==> config.mk <==
export PLATFORM = sky130hd
export DESIGN_NAME = fb_frame_reorder
export DESIGN_NICKNAME = d
export VERILOG_FILES = /design/src/rtl/fb_frame_reorder_pkg.sv /design/src/rtl/fb_frame_reorder_dpram.sv /design/src/rtl/fb_frame_reorder.sv
export SDC_FILE = /design/constraint.sdc
export NUM_CORES = 1
export LEC_CHECK = 0
export ABC_AREA = 0
export BUFFER_PORTS_ARGS = -buffer_cell sky130_fd_sc_hd__clkbuf_2
export CAP_MARGIN = 40
export CORE_MARGIN = 10
export CORE_UTILIZATION = 40
export DETAILED_ROUTE_END_ITERATION = 16
export PLACE_DENSITY = 0.54
export SKIP_LAST_GASP = 1
export SYNTH_ARGS = -nofsm -noshare
export SYNTH_HDL_FRONTEND = slang
export SYNTH_SLANG_ARGS = --single-unit
==> constraint.sdc <==
create_clock -name clk -period 4.9 [get_ports clk]
set_input_delay 0.49 -clock clk [delete_from_list [all_inputs] [get_ports clk]]
set_output_delay 0.49 -clock clk [all_outputs]
set_load 0.02 [all_outputs]
==> src/rtl/fb_frame_reorder_pkg.sv <==
// Shared filterbank package: write/read state encodings and the bit-reverse helper
// used by the frame reorder buffer.
package fb_frame_reorder_pkg;

  typedef enum logic {
    WR_SYNC = 1'b0,
    WR_FILL = 1'b1
  } wr_state_e;

  typedef enum logic {
    RD_IDLE  = 1'b0,
    RD_DRAIN = 1'b1
  } rd_state_e;

  // Reverses the low nbits of val; bits above nbits come back as zero.
  function automatic logic [31:0] bitrev(input int nbits, input logic [31:0] val);
    logic [31:0] r;
    logic [31:0] v;
    r = '0;
    v = val;
    for (int b = 0; b < 32; b++) begin
      if (b < nbits) begin
        r = {r[30:0], v[0]};
        v = v >> 1;
      end
    end
    return r;
  endfunction

endpackage

==> src/rtl/fb_frame_reorder_dpram.sv <==
// Simple dual-port RAM: one write port, one registered read port, no reset on contents.
module fb_dpram #(
  parameter int AW = 4,
  parameter int DW = 33
) (
  input  logic          clk_i,
  input  logic          we_i,
  input  logic [AW-1:0] waddr_i,
  input  logic [DW-1:0] wdata_i,
  input  logic          re_i,
  input  logic [AW-1:0] raddr_i,
  output logic [DW-1:0] rdata_o
);

  logic [DW-1:0] mem_q [2**AW];

  always_ff @(posedge clk_i) begin
    if (we_i) mem_q[waddr_i] <= wdata_i;
  end

  always_ff @(posedge clk_i) begin
    if (re_i) rdata_o <= mem_q[raddr_i];
  end

endmodule

==> src/rtl/fb_frame_reorder.sv <==
// Ping-pong frame buffer that realigns filterbank output into whole frames and drains
// them in natural order, or bit-reversed order when FB_REORDER_BITREV_EN is defined.
module fb_frame_reorder
  import fb_frame_reorder_pkg::*;
#(
  parameter int N      = 8,
  parameter int LOG_N  = 3,
  parameter int WIDTH  = 32,
  parameter int MWIDTH = 1
) (
  input  logic              clk,
  input  logic              rst,
  input  logic [WIDTH-1:0]  in_data,
  input  logic              in_nd,
  input  logic [MWIDTH-1:0] in_m,
  input  logic              in_first,
  input  logic              in_error,
  output logic [WIDTH-1:0]  out_data,
  output logic              out_nd,
  output logic [MWIDTH-1:0] out_m,
  output logic              out_first,
  output logic              error
);

  localparam int DW = WIDTH + MWIDTH;
  localparam int AW = LOG_N + 1;

  wr_state_e        wr_state_q;
  logic             wr_bank_q;
  logic [LOG_N-1:0] wr_idx_q;
  rd_state_e        rd_state_q;
  logic             rd_bank_q;
  logic [LOG_N-1:0] rd_step_q;
  logic             ram_vld_q;
  logic             ram_first_q;

  logic             ram_we;
  logic [LOG_N-1:0] w_idx;
  logic             realign;
  logic             frame_done;
  logic [LOG_N-1:0] rd_idx;
  logic             rd_active;
  logic             rd_last;
  logic [DW-1:0]    ram_rdata;

  always_comb begin
    ram_we     = 1'b0;
    w_idx      = '0;
    realign    = 1'b0;
    frame_done = 1'b0;
    if (in_nd) begin
      if (wr_state_q == WR_SYNC) begin
        ram_we = in_first;
      end else begin
        ram_we = 1'b1;
        if (in_first && (wr_idx_q != '0)) begin
          realign = 1'b1;
        end else begin
          w_idx      = wr_idx_q;
          frame_done = (wr_idx_q == LOG_N'(N - 1));
        end
      end
    end
  end

  assign rd_active = (rd_state_q == RD_DRAIN);
  assign rd_last   = rd_active && (rd_step_q == LOG_N'(N - 1));

`ifdef FB_REORDER_BITREV_EN
  assign rd_idx = LOG_N'(bitrev(LOG_N, 32'(rd_step_q)));
`else
  assign rd_idx = rd_step_q;
`endif

  fb_dpram #(.AW(AW), .DW(DW)) u_ram (
    .clk_i   (clk),
    .we_i    (ram_we),
    .waddr_i ({wr_bank_q, w_idx}),
    .wdata_i ({in_data, in_m}),
    .re_i    (rd_active),
    .raddr_i ({rd_bank_q, rd_idx}),
    .rdata_o (ram_rdata)
  );

  // A realigning in_first restarts the current bank at index 0 instead of swapping.
  always_ff @(posedge clk or posedge rst) begin
    if (rst) begin
      wr_state_q <= WR_SYNC;
      wr_bank_q  <= 1'b0;
      wr_idx_q   <= '0;
    end else if (in_nd) begin
      case (wr_state_q)
        WR_SYNC: begin
          if (in_first) begin
            wr_state_q <= WR_FILL;
            wr_idx_q   <= LOG_N'(1);
          end
        end
        default: begin
          if (realign) begin
            wr_idx_q <= LOG_N'(1);
          end else if (frame_done) begin
            wr_idx_q  <= '0;
            wr_bank_q <= ~wr_bank_q;
          end else begin
            wr_idx_q <= wr_idx_q + LOG_N'(1);
          end
        end
      endcase
    end
  end

  // Frames take at least N cycles to fill, so a new request can only coincide with
  // the final drain step; it is chained straight into the next drain.
  always_ff @(posedge clk or posedge rst) begin
    if (rst) begin
      rd_state_q  <= RD_IDLE;
      rd_bank_q   <= 1'b0;
      rd_step_q   <= '0;
      ram_vld_q   <= 1'b0;
      ram_first_q <= 1'b0;
    end else begin
      ram_vld_q   <= rd_active;
      ram_first_q <= rd_active && (rd_step_q == '0);
      case (rd_state_q)
        RD_IDLE: begin
          if (frame_done) begin
            rd_state_q <= RD_DRAIN;
            rd_step_q  <= '0;
            rd_bank_q  <= wr_bank_q;
          end
        end
        default: begin
          if (rd_last) begin
            rd_step_q <= '0;
            if (frame_done) rd_bank_q <= wr_bank_q;
            else            rd_state_q <= RD_IDLE;
          end else begin
            rd_step_q <= rd_step_q + LOG_N'(1);
          end
        end
      endcase
    end
  end

  always_ff @(posedge clk or posedge rst) begin
    if (rst) begin
      out_nd    <= 1'b0;
      out_first <= 1'b0;
      out_data  <= '0;
      out_m     <= '0;
      error     <= 1'b0;
    end else begin
      out_nd    <= ram_vld_q;
      out_first <= ram_vld_q && ram_first_q;
      if (ram_vld_q) {out_data, out_m} <= ram_rdata;
      error     <= error | in_error | realign;
    end
  end

endmodule

==> impl_metrics.csv <==
group,metric,value,unit
finish,design_area,26400,sq um
routing,vias,10417,
worst_setup_path,required,5160,ps
floorplan,io_pins,74,
sta,maxSlewHeadroom,42.6,%
worst_setup_path,end_kind,"flop",
clocking,clk_latency,620,ps
synthesis,synth_edf_count,561,
synthesis,synth_top_area_share,74.1,%
worst_setup_path,worst-setup-path-type,"flop to flop",
clocking,hold_buffers,0,
power_and_ir_drop,powerDensity,560,nW/um^2
floorplan,coreArea,56300,sq um
synthesis,yosysTopAreaCell,"edfxtp_1",
finish,nets,1160,
finish,area_delta_synth_final,16.0,%
place,numPortBuffers,73,
sta,hold_viol_final,0,
routing,first_iter_violations,877,
sta,tns,0,ps
sta,min_period,2790,ps
global_route,grt_pass1_wl,75.6,mm
worst_setup_path,reg2reg_depth,6,
synthesis,ys_top_cells_by_count,"edfxtp_1, mux4_2, a22oi_1",
synthesis,syn_inst,996,
routing,wl_per_cell,26.2,microns
finish,fin_util,46.8,%
job,drv_cap,0,
clocking,clock_sinks,609,
clocking,cts_max_path_buffers,3,
synthesis,synth_area,22700,sq um
sta,slew_violations,0,
global_route,grt_use_total,15.2,%
sta,min_period_over_period,57.0,%
worst_setup_path,arrival,3050,ps
floorplan,die_y,258,microns
global_route,antenna_found_initial,2,
floorplan,die_w,258,microns
worst_setup_path,cp_max_fo,22,
clocking,cts_tree,"done",
floorplan,start_util,40.4,%
global_route,grt_max_degree,75,
clocking,cts_setup_buffers,0,
place,preCtsSetupSlack,2120,ps
routing,viasPerCell,5.41,
synthesis,synth_area_leaders,"edfxtp_1, mux4_2, dfrtp_1",
sta,max_freq,0.358,GHz
sta,fin_ws,2110,ps
synthesis,synth-seq-cells,609,
routing,wirelength,50.6,mm
power_and_ir_drop,worst_ir_drop_vdd,0.317,mV
sta,finalSetupViolCount,0,
power_and_ir_drop,power_leakage,8.51,nW
synthesis,yosysMostFrequentCell,"edfxtp_1",
clocking,ctsResizeCount,0,
clocking,cts_buffers,61,
min_path,holdCritPathClass,"input port to async pin",
sta,fin_worst_skew,18.2,ps
synthesis,syn_nets,1040,
place,gp_congestion,0.724,
synthesis,synth.yosys.seq_area_share,79.4,%
synthesis,async_flop_share,7.88,%
synthesis,syn_area_per_cell,22.8,sq um
synthesis,yosysWarnings,0,
place,dp_hpwl,28.2,mm
global_route,overflow,0,
worst_setup_path,worst_setup_path_start_kind,"flop",
finish,drive_gt1_share,33.1,%
place,placed_area,24300,sq um
synthesis,synthFlopType,"edfxtp_1",
routing,drc_errors,0,
floorplan,rows,87,
clocking,clk_pin_slew,60,ps
status,outcome,"finished clean",
clocking,clockRootBuffer,"clkbuf_16",
routing,ant_nets,0,
synthesis,synthDistinctLibCells,31,
global_route,grt_pass1_vias,11165,
sta,rsz0062_at_grt,"false",
clocking,cts.htree.levels,2,
sta,tightest_slew,857,ps
floorplan,die-area,66700,sq um
routing,drtPass1Iterations,4,
-- report_power, final --
part	leakage [nW]	internal [W]	switching [W]
sequential	5.65	0.00636	0.000314
clock	0.973	0.00271	0.00192
combinational	1.88	0.00159	0.00187
-- path summary, 6_finish.rpt --
kind	start	end	slack (ps)
worst max-delay path	wr_idx_q[1]	u_ram.mem_q[11][14]	2110
worst min-delay path	rst	out_data[26]	80
worst max register to register	wr_idx_q[1]	u_ram.mem_q[11][14]	2110
worst min register to register	ram_first_q	out_first	460
max in group asynchronous	rst	rd_idx[1]	4270
min in group clk	in_error	error	100
-- cell usage in the layout (no fill, tap or decap), types with 3 or more instances in the layout --
cell type   netlist  routed
mux4_2          132     132
buf_4             0      24
nand2_1          37      37
buf_16            0       3
clkbuf_16         0      62
nor2_4            0      13
clkbuf_8          0       4
o211ai_1          3       3
clkbuf_2          0      73
clkinv_1          0       6
buf_12            0       8
nor3_2            0       4
nand2b_1          4       4
o21ai_0           4       4
bufinv_16         0       6
dfrtp_1          48      44
inv_1             8       7
mux2_2           34      34
clkbuf_1         24      22
a22oi_1          66      66
edfxtp_1        561     561
clkinvlp_4        0       3
ha_1              6       6
clkinv_2          0      10
-- area by class of cell --
class / count / area [sq um]
Clock inverter: 28 / 323
Sequential cell: 609 / 18100
Tap cell: 756 / 946
Clock buffer: 88 / 1690
Timing Repair Buffer: 108 / 788
Multi-Input combinational cell: 328 / 4520
Fill cell: 4678 / 29900
Antenna cell: 1 / 2.50
Inverter: 8 / 30.0
-- logic make-up (layout without fill, tap and decap cells) --
family / count (synthesis) / in the layout / synth area share (%)
AOI/OAI and AO/OA: 86 / 86 / 2.85
xor gates and xnor gates: 1 / 1 / 0.0385
buffers and inverters: 59 / 232 / 1.27
and+or+nand+nor: 69 / 69 / 1.33
other: 0 / 1 / 0
DFF: 609 / 609 / 79.4
adders and majority gates: 6 / 6 / 0.330
muxes: 166 / 166 / 14.8
-- flip-flops by register name, indices dropped and copies added (netlist names) --
| signal | cells |
|---|---|
| wr_state_q | 1 |
| u_ram.mem_q | 528 |
| rd_active | 1 |
| rd_idx | 3 |
| wr_bank_q | 1 |
| ram_first_q | 1 |
| out_data | 32 |
| out_m | 1 |
| out_nd | 1 |
| error | 1 |
| rd_bank_q | 1 |
| ram_vld_q | 1 |
| u_ram.rdata_o | 33 |
| out_first | 1 |
| wr_idx_q | 3 |
-- per-layer routing --
layer / global-route usage (%) / up-vias / share of wire [%]
met4: 4.25 / 2 / 2.1
li1: - / 4437 / -
met2: 25.0 / 219 / 49
met1: 20.7 / 5686 / 44
met3: 2.70 / 73 / 4.2
met5: 0 / - / 0.036
-- per-stage QoR --
stage	cells	total power [W]	hold WS [ps]
CTS	1925	0.0150	73.3
global placement	1800	0.0103	445
global route	1925	0.0155	93.3
detailed placement	1809	0.0103	443
finish	1926	0.0148	76.8
floorplan	996	0.00911	352
-- critical path, stage by stage, from the launching register on --
cell and delay [ps]:
dfrtp_1 430, inv_1 140, ha_1 170, nor2b_1 280, o211ai_1 370, nor2_4 530, buf_4 490
Note: power is estimated with default switching activity, not from simulation.
